==> src/rtl/pll_sync_tx.sv <==
// Fast-to-slow transmitter for a PLL-synchronous clock pair: buffers fast-domain words
// and launches at most one per slow period at a fixed phase, gated by a phase-lock check.
module pll_sync_tx #(
    parameter int RATIO        = 8,
    parameter int DATA_WIDTH   = 16,
    parameter int FIFO_DEPTH   = 4,
    parameter int LAUNCH_PHASE = RATIO / 2
) (
    input  logic                          fst_clk,
    input  logic                          rst_n,
    input  logic [$clog2(RATIO)-1:0]      ctr,
    input  logic [DATA_WIDTH-1:0]         din,
    input  logic                          din_valid,
    output logic                          din_ready,
    output logic [DATA_WIDTH-1:0]         dout,
    output logic                          dout_valid,
    output logic                          dout_stb,
    output logic                          locked,
    output logic [$clog2(FIFO_DEPTH):0]   fifo_level
);

    localparam int CW  = $clog2(RATIO);
    localparam int AW  = $clog2(FIFO_DEPTH);
    localparam int LW  = AW + 1;
    localparam int LCW = $clog2(2 * RATIO);

    localparam logic [CW-1:0]  LAUNCH_CTR = CW'(LAUNCH_PHASE);
    localparam logic [LCW-1:0] LOCK_LAST  = LCW'(2 * RATIO - 1);
    localparam logic [LW-1:0]  FULL_LVL   = LW'(FIFO_DEPTH);

    typedef enum logic {
        UNLOCKED = 1'b0,
        LOCKED   = 1'b1
    } state_t;

    state_t                  state;
    state_t                  state_nxt;
    logic [LCW-1:0]          lock_cnt;
    logic [LCW-1:0]          lock_cnt_nxt;
    logic [CW-1:0]           ctr_q;
    logic                    seq_ok;
    logic                    launch;
    logic                    desync;
    logic                    push;
    logic                    pop;
    logic [DATA_WIDTH-1:0]   mem [FIFO_DEPTH];
    logic [AW-1:0]           wr_ptr;
    logic [AW-1:0]           rd_ptr;

    // A clean step means the phase count advanced by exactly one, wrapping RATIO-1 -> 0.
    assign seq_ok    = (ctr == CW'(ctr_q + 1'b1));
    assign din_ready = rst_n && (fifo_level != FULL_LVL);
    assign push      = din_valid && din_ready;
    assign pop       = launch && (fifo_level != '0);

    always_ff @(posedge fst_clk) begin
        if (!rst_n) begin
            state    <= UNLOCKED;
            lock_cnt <= '0;
            ctr_q    <= '0;
        end else begin
            state    <= state_nxt;
            lock_cnt <= lock_cnt_nxt;
            ctr_q    <= ctr;
        end
    end

    always_comb begin
        state_nxt    = state;
        lock_cnt_nxt = lock_cnt;
        case (state)
            UNLOCKED: begin
                if (!seq_ok) begin
                    lock_cnt_nxt = '0;
                end else if (lock_cnt == LOCK_LAST) begin
                    state_nxt    = LOCKED;
                    lock_cnt_nxt = '0;
                end else begin
                    lock_cnt_nxt = lock_cnt + 1'b1;
                end
            end
            LOCKED: begin
                if (!seq_ok) begin
                    state_nxt    = UNLOCKED;
                    lock_cnt_nxt = '0;
                end
            end
            default: begin
                state_nxt    = UNLOCKED;
                lock_cnt_nxt = '0;
            end
        endcase
    end

    always_comb begin
        locked = (state == LOCKED);
        launch = 1'b0;
        desync = 1'b0;
        if (state == LOCKED) begin
            launch = seq_ok && (ctr == LAUNCH_CTR);
            desync = !seq_ok;
        end
    end

    always_ff @(posedge fst_clk) begin
        if (!rst_n) begin
            wr_ptr     <= '0;
            rd_ptr     <= '0;
            fifo_level <= '0;
        end else begin
            if (push) wr_ptr <= wr_ptr + 1'b1;
            if (pop)  rd_ptr <= rd_ptr + 1'b1;
            case ({push, pop})
                2'b10:   fifo_level <= fifo_level + 1'b1;
                2'b01:   fifo_level <= fifo_level - 1'b1;
                default: fifo_level <= fifo_level;
            endcase
        end
    end

    // Storage needs no reset: the pointers and level define which entries are live.
    always_ff @(posedge fst_clk) begin
        if (push) mem[wr_ptr] <= din;
    end

    always_ff @(posedge fst_clk) begin
        if (!rst_n) begin
            dout       <= '0;
            dout_valid <= 1'b0;
            dout_stb   <= 1'b0;
        end else begin
            dout_stb <= pop;
            if (pop) begin
                dout       <= mem[rd_ptr];
                dout_valid <= 1'b1;
            end else if (launch || desync) begin
                dout_valid <= 1'b0;
            end
        end
    end

endmodule

==> config.mk <==
export PLATFORM = sky130hd
export DESIGN_NAME = pll_sync_tx
export DESIGN_NICKNAME = d
export VERILOG_FILES = /design/src/rtl/pll_sync_tx.sv
export SDC_FILE = /design/constraint.sdc
export NUM_CORES = 1
export LEC_CHECK = 0
export ABC_AREA = 0
export BUFFER_PORTS_ARGS = -buffer_cell sky130_fd_sc_hd__buf_2
export CAP_MARGIN = 0
export CORE_UTILIZATION = 44
export DETAILED_ROUTE_END_ITERATION = 12
export HOLD_SLACK_MARGIN = 0.06
export SETUP_SLACK_MARGIN = 0.05
export SLEW_MARGIN = 10
export SYNTH_ARGS = -nofsm -noshare
export SYNTH_HDL_FRONTEND = slang
export SYNTH_SLANG_ARGS = --single-unit
==> constraint.sdc <==
create_clock -name fst_clk -period 3.06 [get_ports fst_clk]
set_input_delay 0.612 -clock fst_clk [delete_from_list [all_inputs] [get_ports fst_clk]]
set_output_delay 0.612 -clock fst_clk [all_outputs]
set_load 0.05 [all_outputs]
After elaboration in Yosys (flattened, before gate mapping)

Memory sizes are Yosys's and may differ from the RTL's. A register that Yosys moved wholly into a read port is not among the register bits.
Index checks and enable logic that the tools add are counted.

Flip-flop bits (word level): 17
Bits in writable memories: 64
Input port bits: 22
Output and inout port bits: 23
Word-level logic and storage cells: 48
Memories kept: 1

Add/subtract/negate cells: 6
Eq/ne operators: 7
Mux-type cells: 15
Bitwise operators: 1
Reduce and logical (&&, ||, !) cells: 10

Memories:

| memory | words | bits a word | rd ports | clocked after memory_dff | wr ports | RTL line | text |
|---|---|---|---|---|---|---|---|
| mem    | 4     | 16          | 1        | 1                        | 1        | 46       | `logic [DATA_WIDTH-1:0] mem [FIFO_DEPTH];` |

Operators by type and width:

| kind                                                               | number |
|---|---|
| 4-bit two-way mux                                                  | 3 |
| 1-bit two-way mux                                                  | 9 |
| 4-bit one-hot mux with 2 select lines                              | 1 |
| 3-bit by 1-bit adder with 3-bit output, second input constant      | 2 |
| 3-bit one-hot mux with 2 select lines                              | 1 |
| 2-bit by 1-bit adder with 2-bit output, second input constant      | 2 |
| 4-bit by 1-bit adder with 4-bit output, second input constant      | 1 |
| 4-bit == test, second input constant                               | 1 |
| 1-bit logical AND                                                  | 4 |
| 2-bit nonzero test                                                 | 2 |
| 3-bit == test                                                      | 1 |
| 3-bit == test, second input constant                               | 1 |
| 3-bit inequality test, second input constant                       | 1 |
| 3-bit nonzero test                                                 | 1 |
| 3-bit by 1-bit subtractor with 3-bit output, second input constant | 1 |
| 2-bit by 1-bit == test with 1-bit output, second input constant    | 1 |
| 2-bit == test, second input constant                               | 1 |
| 1-bit logical NOT                                                  | 2 |
| 2-bit inequality test, second input constant                       | 1 |
| 1-bit one-hot mux with 2 select lines                              | 1 |
| 1-bit logical OR                                                   | 1 |
| 1-bit inverter                                                     | 1 |

Logic depth before layout (Yosys ltp)

Depth after elaboration: 7
Depth in mapped cells: 12
Mapped depth without buffers: 10

Least setup slack after synthesis

OpenSTA, ideal clock, no wires.

Path type: flip-flop to flip-flop
From: reg state (netlist: locked)
To: reg fifo_level[2]
Library setup time: 76 ps
Data arrival time: 2726 ps
Required time: 2984 ps
Path slack: 258 ps
Stages on the path, launching flop included: 12
Buffers on the path: 2
Clock period less this slack: 2802 ps
Cell sequence: dfxtp_1 > o31a_1 > and4_4 > and2_4 > buf_6 > buf_6 > ha_1 > inv_1 > fa_1 > xor2_1 > or3_1 > a21boi_0

Cells in the longest elaborated chain, start to end: 4
Elaborated cells between the ends (all ways): 6
Those cells by class: 2 x eq/ne; 2 x mux; 2 x reduce/logical

Ends and longest elaborated chain:

| item                                                                        | RTL line | text |
|---|---|---|
| from (decl)                                                                 | 36       | `state_t state;` |
| from (signal assigned)                                                      | 62       | `state <= state_nxt;` |
| 1-bit two-way mux (*)                                                       | 99       | `if (state == LOCKED) begin` |
| 1-bit logical AND (*)                                                       | 54       | `assign pop = launch && (fifo_level != '0);` |
| named net pop                                                               | 45       | `logic pop;` |
| 2-bit by 1-bit == test with 1-bit output or 2-bit == test (tied branches)   | 113      | `case ({push, pop})` |
| 3-bit one-hot mux with 2 select lines or 2-bit nonzero test (tied branches) | --       |  |
| to (signal assigned)                                                        | 114      | `2'b10: fifo_level <= fifo_level + 1'b1;` |
| to (signal assigned)                                                        | 115      | `2'b01: fifo_level <= fifo_level - 1'b1;` |
| to (signal assigned)                                                        | 116      | `default: fifo_level <= fifo_level;` |
| to (decl)                                                                   | 19       | `output logic [$clog2(FIFO_DEPTH):0] fifo_level` |

The timed path passes the listed nets; every way through them passes the cells marked *.
A chain may end at the register's enable or synchronous reset.

Worst setup path after layout

From: reg ctr_q[0]
To: reg fifo_level[2]

Cells in the longest elaborated chain, start to end: 7
Elaborated cells between the ends (all ways): 9
Those cells by class: 1 x add/sub; 3 x eq/ne; 2 x mux; 3 x reduce/logical

Ends and longest elaborated chain:

| item                                                                        | RTL line | text |
|---|---|---|
| from (decl)                                                                 | 40       | `logic [CW-1:0] ctr_q;` |
| from (signal assigned)                                                      | 64       | `ctr_q <= ctr;` |
| 3-bit by 1-bit adder with 3-bit output (*)                                  | 51       | `assign seq_ok = (ctr == CW'(ctr_q + 1'b1));` |
| 3-bit == test (*)                                                           | 51       |  |
| 1-bit logical AND (*)                                                       | 100      | `launch = seq_ok && (ctr == LAUNCH_CTR);` |
| 1-bit two-way mux (*)                                                       | 99       |  |
| 1-bit logical AND (*)                                                       | 54       |  |
| 2-bit by 1-bit == test with 1-bit output or 2-bit == test (tied branches)   | 113      |  |
| 3-bit one-hot mux with 2 select lines or 2-bit nonzero test (tied branches) | --       |  |

Mark *: on every way between the ends. The rest lies on a longest branch, timed or not.

==> impl_metrics.csv <==
group,metric,value,unit
logic_synthesis,ys_seq_elements,97,
timing,worstMarginPinSlew,0.856,ns
clock_network,insertion_delay,0.36,ns
clock_network,htreeDepth,3,
worst_setup_path,r2r-end,"fifo_level[2]",
logic_synthesis,async_flop_share,0,
finish,fin_util,0.523,
finish,layout.nets,332,
placement,gp_congestion,0.780,
logic_synthesis,avgSynthCellArea,15.1,um2
placement,dp_hpwl,4110,um
grt,gr-total-overflow,0,
logic_synthesis,synth.yosys.warnings,0,
worst_setup_path,reg2reg_slack,0.54,ns
floorplan,core_area,8340,um2
logic_synthesis,synthFlopType,"edfxtp_1",
clock_network,cts_hold_buf,0,
worst_setup_path,path_class,"flip-flop to flip-flop",
logic_synthesis,yosysMostFrequentCell,"edfxtp_1",
timing,hold_violations,0,
finish,drive_above_1_share,0.313,
floorplan,die-area,9080,um2
power,p_leak,1.53,nW
floorplan,row_count,33,
logic_synthesis,netlist_top_cells_area,"edfxtp_1, dfxtp_1, mux4_2",
logic_synthesis,ys_top_cells_by_count,"edfxtp_1, dfxtp_1, nand2_1",
worst_setup_path,crit_end,"fifo_level[2]",
floorplan,pin_count,45,
logic_synthesis,synth_edf_count,64,
timing,timing.final.max_slew_violations,0,
worst_setup_path,critPathCaptureType,"flip-flop",
logic_synthesis,synth_top_area_cell,"edfxtp_1",
logic_synthesis,yosysTopAreaCellShare,0.502,
clock_network,clockRootBuffer,"clkbuf_8",
routing,drt_iter0_drc,106,
grt,grt_pass1_wl,10800,um
logic_synthesis,ys_seq_area_frac,0.674,
routing,wl,6870,um
flow_run,cap_viol_max_count,0,
power,vdd_drop_max,0.361,mV
clock_network,path_clk_slew,0.10,ns
clock_network,cts_tree,"yes",
power,power.density,544,nW/um2
timing,fmax,397,MHz
timing,fin_skew,0.0135,ns
routing,dr.pass1.iters,4,
clock_network,clk_path_buf_depth,2,
status,outcome,"complete, no violations",
logic_synthesis,syn-num-nets,283,
worst_setup_path,startpoint,"ctr_q[0]",
timing,layout_min_cycle_time,2.52,ns
logic_synthesis,syn-instance-count,253,
routing,ant_nets,0,
floorplan,die_w,95.3,um
clock_network,cts.sinks,97,
placement,portBuffers,44,
logic_synthesis,ys_types,34,
clock_network,postCtsSetupBuffers,0,
finish,area_growth,13.9,%
timing,fin_tns_setup,0,ns
routing,vias,2199,
worst_hold_path,hold_class,"primary input to flip-flop",
grt,grt_usage,0.166,
floorplan,initial_core_util,0.459,
clock_network,cts_buffers,9,
floorplan,die_h,95.3,um
routing,drc,0,
worst_setup_path,cp_data_required_time,3.35,ns
clock_network,post_cts_resized,0,
timing,min_period_over_period,0.823,
worst_setup_path,cp_max_fo,3,
routing,vias_per_cell,5.34,
worst_setup_path,reg2reg_from,"ctr_q[0]",
routing,routedWlPerCell,16.7,um
grt,antenna_found_initial,0,
worst_setup_path,cp.arrival,2.81,ns
worst_setup_path,reg2reg_depth,10,
finish,diodes,0,
grt,grt_pass1_vias,2069,
worst_setup_path,start_kind,"flip-flop",
timing,slew_headroom,0.429,
grt,grt_max_degree,49,
timing,rsz0062_at_grt,"false",
timing,setup_viol,0,
logic_synthesis,syn-cell-area,3830,um2
final cells by class:
type | count | area, um2
Timing Repair Buffer | 53 | 288
Inverter | 7 | 26.3
Clock buffer | 10 | 128
Multi-Input combinational cell | 134 | 1140
Sequential cell | 97 | 2580
Fill cell | 714 | 3980
Clock inverter | 6 | 67.6
Tap cell | 105 | 131
cell usage in the layout, fill, tap and decap left out, drive strengths merged:
master	instances
buf	53
nand4b	1
a21boi	1
nand2b	1
nand4	16
clkinv	2
xor2	3
o31a	2
nor2b	3
clkbuf	10
o21ai	23
o311a	1
and3	1
xnor2	5
mux2i	3
and4	1
a21oi	2
a31oi	2
ha	7
clkinvlp	2
mux4	16
bufinv	1
fa	1
dfxtp	33
nand3	1
a211oi	1
inv	8
nor2	7
and2	11
nand2	22
edfxtp	64
a31o	1
or3	2
stage by stage:
stage	total power, mW	hold WS [ns]	instance area (um2)	std cells	worst slack [ns]
3_3_place_gp	1.59	0.445	4170	396	0.619
2_1_floorplan	1.54	0.458	3830	253	0.258
4_1_cts	2.41	0.437	4360	412	0.528
3_5_place_dp	1.59	0.448	4170	396	0.558
6_report	2.37	0.457	4360	412	0.540
5_1_grt	2.47	0.432	4360	412	0.333
state kept, by name, summed over array words and instances, names as in the netlist:
| name | flops |
|---|---|
| rd_ptr | 2 |
| dout | 16 |
| dout_stb | 1 |
| locked | 1 |
| fifo_level | 3 |
| mem | 64 |
| lock_cnt | 4 |
| dout_valid | 1 |
| ctr_q | 3 |
| wr_ptr | 2 |
where the power goes:
group          leakage [nW]  internal (mW)  switching (mW)  total (mW)
Combinational         0.591         0.0450          0.0773       0.122
Clock                0.0929          0.381           0.436       0.817
Sequential            0.849           1.42          0.0113        1.43
Total                  1.53           1.85           0.524        2.37
worst max-delay path: stages, from the launching register on:
cell and delay, ns:
dfxtp_1 0.37, ha_1 0.17, xor2_1 0.28, and4_4 0.28
and2_4 0.14, ha_1 0.17, inv_1 0.06, fa_1 0.37
xor2_1 0.16, or3_1 0.31, a21boi_0 0.16
logic make-up (layout without fill, tap and decap cells):
kind of cell    count (synthesis)  after routing  synth area share
compound gates                 33             33            0.0581
xor+xnor                        8              8            0.0183
fa+ha+maj                       8              8            0.0281
buf+inv                        22             76            0.0284
flops                          97             97             0.674
mux                            19             19             0.102
simple gates                   66             66            0.0911
layer usage:
metal,up-vias,GRT usage,wire length (um)
met5,-,0,0
met4,0,0.0429,62
met3,8,0.0526,254
met2,41,0.270,3380
met1,1102,0.215,3170
li1,1048,-,-
worst min path at each step:
stage / startpoint / to / cells after the start
floorplan: lock_cnt[3] / lock_cnt[3] / 2
global placement: dout[0] / dout[0] / 2
detailed placement: dout[6] / dout[6] / 2
CTS: din[13] / mem[2][13] / 1
global route: din[13] / mem[2][13] / 1
finish: din[13] / mem[2][13] / 1
No activity file was read; power rests on OpenSTA's default activity.
